### src/rtl/edp_fm_slice_24to29_if.sv
// Bus bundle between the FM storage slice for bits 24-29 and its neighbours.
// Handshake: there is no valid/ready pairing on this bus. con_fm_write_18to35_l
// is a per-cycle qualifier sampled at every rising clock edge. fm_ready_h is a
// level that goes high once self-initialisation has finished. Writes presented
// while fm_ready_h is low are discarded.
interface edp_fm_if #(
  parameter int WIDTH = 6
);
  logic [2:0]       apr_fm_block_h;
  logic [3:0]       apr_fm_adr_h;
  logic             con_fm_write_18to35_l;
  logic [WIDTH-1:0] ar_h;
  logic             diag_fm_bad_par_h;
  logic             apr_clr_fm_err_h;
  logic [WIDTH-1:0] fm_h;
  logic             edp_fm_parity_24to29_h;
  logic             fm_par_err_24to29_h;
  logic             fm_ready_h;

  // Storage slice side.
  modport slave (
    input  apr_fm_block_h, apr_fm_adr_h, con_fm_write_18to35_l, ar_h,
           diag_fm_bad_par_h, apr_clr_fm_err_h,
    output fm_h, edp_fm_parity_24to29_h, fm_par_err_24to29_h, fm_ready_h
  );

  // Datapath / control side.
  modport master (
    output apr_fm_block_h, apr_fm_adr_h, con_fm_write_18to35_l, ar_h,
           diag_fm_bad_par_h, apr_clr_fm_err_h,
    input  fm_h, edp_fm_parity_24to29_h, fm_par_err_24to29_h, fm_ready_h
  );
endinterface

### src/rtl/edp_fm_slice_24to29.sv
// Fast-memory storage slice for data bits 24-29.
// The slice holds 8 blocks x 16 ACs of 6-bit words, and each word carries one
// stored odd-parity bit. After reset the slice walks all words to zero with
// good parity. It then serves one read or write per cycle through a single
// registered read port with write-through.
module edp_fm_slice_24to29 #(
  parameter int WIDTH    = 6,
  parameter int ADR_BITS = 7
) (
  input  logic        clk_edp_24_h,
  input  logic        apr_mr_reset_l,
  edp_fm_if.slave     bus,
  output logic        o_dbg_state
);

  localparam int DEPTH = 2 ** ADR_BITS;
  localparam logic [ADR_BITS-1:0] LAST_ADR = ADR_BITS'(DEPTH - 1);

  typedef enum logic {
    S_INIT = 1'b0,
    S_RUN  = 1'b1
  } state_t;

  state_t              r_state;
  state_t              w_state_nxt;
  logic [ADR_BITS-1:0] r_init_cnt;
  logic [WIDTH:0]      r_mem [DEPTH];   // {parity, data}
  logic [WIDTH-1:0]    r_fm;
  logic                r_par;
  logic                r_err;
  logic                r_chk_vld;

  logic [ADR_BITS-1:0] w_addr;
  logic                w_host_wr;
  logic                w_new_par;
  logic [WIDTH:0]      w_rd_word;
  logic                w_par_bad;
  logic                w_we;
  logic [ADR_BITS-1:0] w_wa;
  logic [WIDTH:0]      w_wword;

  assign w_addr    = {bus.apr_fm_block_h, bus.apr_fm_adr_h};
  assign w_host_wr = (r_state == S_RUN) && !bus.con_fm_write_18to35_l;
  // Odd parity of the write data. The diagnostic input flips it to plant a fault.
  assign w_new_par = (~^bus.ar_h) ^ bus.diag_fm_bad_par_h;
  assign w_rd_word = r_mem[w_addr];
  // The read register is checked only after it has been loaded once in RUN.
  assign w_par_bad = r_chk_vld && !(^{r_fm, r_par});

  // Next state and array write port. INIT owns the port until the sweep ends.
  always_comb begin
    w_state_nxt = r_state;
    w_we        = 1'b0;
    w_wa        = w_addr;
    w_wword     = {w_new_par, bus.ar_h};
    if (r_state == S_INIT) begin
      w_we    = 1'b1;
      w_wa    = r_init_cnt;
      w_wword = {1'b1, {WIDTH{1'b0}}};
      if (r_init_cnt == LAST_ADR) begin
        w_state_nxt = S_RUN;
      end
    end else begin
      w_we = w_host_wr;
    end
  end

  // State register and the init sweep counter.
  always_ff @(posedge clk_edp_24_h or negedge apr_mr_reset_l) begin
    if (!apr_mr_reset_l) begin
      r_state    <= S_INIT;
      r_init_cnt <= '0;
    end else begin
      r_state <= w_state_nxt;
      if (r_state == S_INIT) begin
        r_init_cnt <= r_init_cnt + ADR_BITS'(1);
      end
    end
  end

  // Storage array. It has no reset because the init sweep defines its contents.
  always_ff @(posedge clk_edp_24_h) begin
    if (w_we) begin
      r_mem[w_wa] <= w_wword;
    end
  end

  // Registered read port. On a write cycle the new word is passed through.
  always_ff @(posedge clk_edp_24_h or negedge apr_mr_reset_l) begin
    if (!apr_mr_reset_l) begin
      r_fm  <= '0;
      r_par <= 1'b1;
    end else if (r_state == S_RUN) begin
      if (w_host_wr) begin
        r_fm  <= bus.ar_h;
        r_par <= w_new_par;
      end else begin
        r_fm  <= w_rd_word[WIDTH-1:0];
        r_par <= w_rd_word[WIDTH];
      end
    end
  end

  // Sticky parity error. A new error takes priority over a clear on the same edge.
  always_ff @(posedge clk_edp_24_h or negedge apr_mr_reset_l) begin
    if (!apr_mr_reset_l) begin
      r_chk_vld <= 1'b0;
      r_err     <= 1'b0;
    end else if (r_state == S_RUN) begin
      r_chk_vld <= 1'b1;
      if (w_par_bad) begin
        r_err <= 1'b1;
      end else if (bus.apr_clr_fm_err_h) begin
        r_err <= 1'b0;
      end
    end
  end

  assign bus.fm_h                   = r_fm;
  assign bus.edp_fm_parity_24to29_h = r_par;
  assign bus.fm_par_err_24to29_h    = r_err;
  assign bus.fm_ready_h             = (r_state == S_RUN);
  assign o_dbg_state                = r_state;

endmodule
### src/flat_wrapper.sv
// flat-port wrapper written by rule: the top's interface ports become plain ports
module edp_fm_slice_24to29_flat 
#(
  parameter int WIDTH    = 6,
  parameter int ADR_BITS = 7
)
  (clk_edp_24_h, apr_mr_reset_l, o_dbg_state, bus_apr_fm_block_h, bus_apr_fm_adr_h, bus_con_fm_write_18to35_l, bus_ar_h, bus_diag_fm_bad_par_h, bus_apr_clr_fm_err_h, bus_fm_h, bus_edp_fm_parity_24to29_h, bus_fm_par_err_24to29_h, bus_fm_ready_h);
  edp_fm_if #(.WIDTH(WIDTH)) bus_i ();
  input  logic clk_edp_24_h;
  input  logic apr_mr_reset_l;
  output logic o_dbg_state;
  input wire logic [$bits(bus_i.apr_fm_block_h)-1:0] bus_apr_fm_block_h;
  input wire logic [$bits(bus_i.apr_fm_adr_h)-1:0] bus_apr_fm_adr_h;
  input wire logic [$bits(bus_i.con_fm_write_18to35_l)-1:0] bus_con_fm_write_18to35_l;
  input wire logic [$bits(bus_i.ar_h)-1:0] bus_ar_h;
  input wire logic [$bits(bus_i.diag_fm_bad_par_h)-1:0] bus_diag_fm_bad_par_h;
  input wire logic [$bits(bus_i.apr_clr_fm_err_h)-1:0] bus_apr_clr_fm_err_h;
  output wire logic [$bits(bus_i.fm_h)-1:0] bus_fm_h;
  output wire logic [$bits(bus_i.edp_fm_parity_24to29_h)-1:0] bus_edp_fm_parity_24to29_h;
  output wire logic [$bits(bus_i.fm_par_err_24to29_h)-1:0] bus_fm_par_err_24to29_h;
  output wire logic [$bits(bus_i.fm_ready_h)-1:0] bus_fm_ready_h;
  assign bus_i.apr_fm_block_h = bus_apr_fm_block_h;
  assign bus_i.apr_fm_adr_h = bus_apr_fm_adr_h;
  assign bus_i.con_fm_write_18to35_l = bus_con_fm_write_18to35_l;
  assign bus_i.ar_h = bus_ar_h;
  assign bus_i.diag_fm_bad_par_h = bus_diag_fm_bad_par_h;
  assign bus_i.apr_clr_fm_err_h = bus_apr_clr_fm_err_h;
  assign bus_fm_h = bus_i.fm_h;
  assign bus_edp_fm_parity_24to29_h = bus_i.edp_fm_parity_24to29_h;
  assign bus_fm_par_err_24to29_h = bus_i.fm_par_err_24to29_h;
  assign bus_fm_ready_h = bus_i.fm_ready_h;
  edp_fm_slice_24to29 #(.WIDTH(WIDTH), .ADR_BITS(ADR_BITS)) u_core (.clk_edp_24_h(clk_edp_24_h), .apr_mr_reset_l(apr_mr_reset_l), .bus(bus_i), .o_dbg_state(o_dbg_state));
endmodule
### config.mk
export PLATFORM = sky130hd
export DESIGN_NAME = edp_fm_slice_24to29_flat
export DESIGN_NICKNAME = d
export VERILOG_FILES = /design/src/rtl/edp_fm_slice_24to29_if.sv /design/src/rtl/edp_fm_slice_24to29.sv /design/src/flat_wrapper.sv
export SDC_FILE = /design/constraint.sdc
export NUM_CORES = 1
export LEC_CHECK = 0
export BUFFER_PORTS_ARGS = -buffer_cell sky130_fd_sc_hd__buf_2
export CORE_MARGIN = 2
export CORE_UTILIZATION = 49
export DETAILED_ROUTE_END_ITERATION = 6
export PLACE_DENSITY = 0.64
export SETUP_SLACK_MARGIN = 0.5
export SYNTH_ARGS = -nofsm -noshare
export SYNTH_HDL_FRONTEND = slang
export SYNTH_SLANG_ARGS = --single-unit
export TNS_END_PERCENT = 100
### constraint.sdc
create_clock -name clk_edp_24_h -period 9.35 [get_ports clk_edp_24_h]
set_clock_uncertainty 0.2 [all_clocks]
set_input_delay 1.87 -clock clk_edp_24_h [delete_from_list [all_inputs] [get_ports clk_edp_24_h]]
set_output_delay 1.87 -clock clk_edp_24_h [all_outputs]
set_load 0.05 [all_outputs]
==> impl_metrics.env <==
export IMPL_synthCells=1903
export IMPL_cts_made_buffers=91
export IMPL_drive_gt1_frac=0.1885
export IMPL_vias_per_cell=6.404
export IMPL_n_antenna_cell=0
export IMPL_crit_fanout=69
export IMPL_place_inst=2813
export IMPL_hold_buffers=0
export IMPL_area_growth_pct=10.60
export IMPL_yosysMostFrequentCell="edfxtp_1"
export IMPL_cts_resized=0
export IMPL_cts_tree="done"
export IMPL_fp_dieArea_um2=76250
export IMPL_grt_overflow_total=0
export IMPL_fin_util=0.5492
export IMPL_post_cts_buffers=0
export IMPL_ant_nets=0
export IMPL_drt_total_wl_mm=91.71
export IMPL_instances_no_fill=2975
export IMPL_timing_fmax_ghz=0.1895
export IMPL_relSlewSlack=0.1368
export IMPL_synth_common_cells="896 x edfxtp_1, 164 x mux4_2, 162 x nor2_1"
export IMPL_syn_area_um2=36290
export IMPL_fill_cells=5582
export IMPL_syn_area_per_cell_um2=19.07
export IMPL_place_area_um2=37210
export IMPL_nNetsFinal=1966
export IMPL_antenna_found_initial=2
export IMPL_drtIter0Drc=2490
export IMPL_ys_seq_area_frac=0.7532
export IMPL_dp_hpwl_mm=56.25
export IMPL_hold_class="reg -> reg"
export IMPL_synth_edff_count=896
export IMPL_regArea_um2=27330
export IMPL_ys_types=61
export IMPL_drcViolationCount=0
export IMPL_synth_top_cell_by_area="edfxtp_1"
export IMPL_synthArstFlopShare=0.01862
export IMPL_wire_per_inst_um=30.83
export IMPL_finalSetupTns_ns=0
export IMPL_ys_ff_latch=913
export IMPL_max_cap_violations=0
export IMPL_setup_viol_count_final=0
export IMPL_rows=99
export IMPL_die_h_um=276.1
export IMPL_outcome="complete, no violations"
export IMPL_design_area_um2=40140
export IMPL_clkTransAtPathRegs_ns=0.07
export IMPL_initial_utilization=0.4965
export IMPL_cts_max_path_buffers=3
export IMPL_finalCritPeriodShare=0.5645
export IMPL_multi_input_area_um2=8264
export IMPL_clock_sinks=913
export IMPL_rsz0062_at_grt="no"
export IMPL_grt_total_usage=0.2400
export IMPL_p_leak_uw=0.01113
export IMPL_die_x_um=276.1
export IMPL_required_ns=9.67
export IMPL_synthTopCellsByArea="edfxtp_1 74%, mux4_2 10%, mux2i_1 3.6%"
export IMPL_endpoint_kind="flop"
export IMPL_synth_flop_cell="edfxtp_1"
export IMPL_slew_viol_final=0
export IMPL_grt_max_degree=91
export IMPL_synth_top_area_frac=0.7414
export IMPL_root_buffer="clkbuf_16"
export IMPL_timing_final_hold_violations=0
export IMPL_path_cells="buf_8 -> buf_4 -> buf_4 -> mux4_2 -> nand2_1 -> a21oi_1 -> a2111oi_0 -> nor3_1 -> o211ai_1 -> o21ai_1"
export IMPL_cpPeakStageDelay_ns=0.92
export IMPL_ioPinCount=28
export IMPL_irDropWorstVdd_mv=0.1493
export IMPL_cp_arrival_ns=5.60
export IMPL_grt_pass1_wl_mm=132.7
export IMPL_gp_congestion=0.9413
export IMPL_critPathSlowestCell="buf_4"
export IMPL_synth_nets=1922
export IMPL_start_kind="primary input"
export IMPL_port_buffer_count=27
export IMPL_crit_top_cell="buf_4"
export IMPL_core_area_um2=73080
export IMPL_min_period_ns=5.278
export IMPL_first_pass_iters=6
export IMPL_yosys_warnings=0
export IMPL_tightest_slew_ns=1.291
export IMPL_powerDensity_nw_per_um2=206.7
export IMPL_clock_latency_ns=0.64
export IMPL_grt_pass1_vias=18654
export IMPL_path_class="in -> reg"
export IMPL_cts_htree_levels=3
export IMPL_vias=19053
[cell families (layout without fill, tap and decap cells)]
group / after synthesis / after routing / share of synthesized area
and+or+nand+nor: 348 / 348 / 0.04058
DFF: 913 / 913 / 0.7532
muxes: 303 / 303 / 0.1407
adders and majority gates: 1 / 1 / 0.0003447
xor gates and xnor gates: 25 / 25 / 0.006034
buffers and inverters: 113 / 226 / 0.02031
AOI/OAI and AO/OA: 200 / 200 / 0.03882
[final cells by class]
type,instances,area share
Tap cell,959,0.02990
Inverter,6,0.0005611
Timing Repair Buffer,58,0.009664
Clock inverter,52,0.01287
Sequential cell,913,0.6810
Multi-Input combinational cell,877,0.2059
Clock buffer,110,0.06010
[power by group]
| group | leakage (uW) | switching (uW) | internal [uW] |
|---|---|---|---|
| registers | 0.00684 | 5.94 | 4430 |
| logic | 0.00286 | 168 | 88.5 |
| clock network | 0.00143 | 1520 | 2090 |
[stage by stage]
step / total power, uW / setup slack [ns] / hold slack [ns]
5_1_grt: 8499 / 3.883 / 0.2843
2_1_floorplan: 4699 / 4.827 / 0.2373
6_report: 8294 / 4.072 / 0.2658
3_3_place_gp: 4771 / 3.531 / 0.2492
3_5_place_dp: 4773 / 3.400 / 0.2576
4_1_cts: 8328 / 4.066 / 0.2718
[path summary, 6_finish.rpt]
kind / cells past startpoint / slack, ns / startpoint / end
worst max register to register: 5 / 4.90 / u_core.bus.fm_ready_h / u_core.r_mem[39][0]
worst min-delay path: 1 / 0.27 / u_core.r_chk_vld / u_core.r_chk_vld
max in group asynchronous: 1 / 7.60 / apr_mr_reset_l / u_core.bus.edp_fm_parity_24to29_h
worst max-delay path: 10 / 4.07 / bus_apr_fm_adr_h[1] / u_core.bus.fm_h[1]
min in group asynchronous: 1 / 1.00 / apr_mr_reset_l / u_core.bus.fm_h[0]
worst min register to register: 1 / 0.27 / u_core.r_chk_vld / u_core.r_chk_vld
[worst max-delay path: cells and delay by family]
family                 cells  cell delay [ns]
AND/OR/NAND/NOR            2             0.20
multiplexers               1             0.43
AO/OA/AOI/OAI              4             0.80
buffers and inverters      3             2.19
[routing by layer]
metal	vias up	share of wire	track usage
li1	7845	-	-
met2	1096	0.45	0.3537
met1	9916	0.42	0.3552
met3	192	0.10	0.05053
met4	4	0.035	0.08981
met5	-	0.00016	0
[state kept, by name, indices dropped and copies added (netlist names)]
signal / cells
u_core.r_mem: 896
u_core.bus.fm_ready_h: 1
u_core.bus.fm_par_err_24to29_h: 1
u_core.r_chk_vld: 1
u_core.bus.fm_h: 6
u_core.r_init_cnt: 7
u_core.bus.edp_fm_parity_24to29_h: 1
[placed cells by master, fill, tap and decap left out, types with 4 or more instances in the layout]
| cell type | instances |
|---|---|
| edfxtp_1 | 896 |
| mux4_2 | 164 |
| nor2_1 | 160 |
| mux2i_1 | 131 |
| nand2_1 | 106 |
| clkbuf_16 | 94 |
| o22ai_1 | 38 |
| buf_4 | 31 |
| a21oi_1 | 25 |
| buf_2 | 25 |
| a211oi_1 | 23 |
| o221ai_1 | 22 |
| o21ai_0 | 20 |
| a22oi_1 | 20 |
| clkinv_2 | 19 |
| nor3_1 | 17 |
| nand3_1 | 16 |
| clkbuf_1 | 16 |
| dfrtp_1 | 16 |
| xnor2_1 | 14 |
| clkinv_1 | 14 |
| xor2_1 | 11 |
| nand4_1 | 9 |
| bufinv_16 | 9 |
| mux2_2 | 7 |
| and2_4 | 6 |
| inv_1 | 6 |
| o21ai_1 | 6 |
| clkinvlp_4 | 6 |
| o22a_1 | 5 |
| a31oi_1 | 5 |
| nor4_1 | 5 |
| nor2b_1 | 4 |
| a221oi_1 | 4 |
| o2111ai_1 | 4 |
| a2111oi_0 | 4 |
No activity file was read; power rests on OpenSTA's default activity.
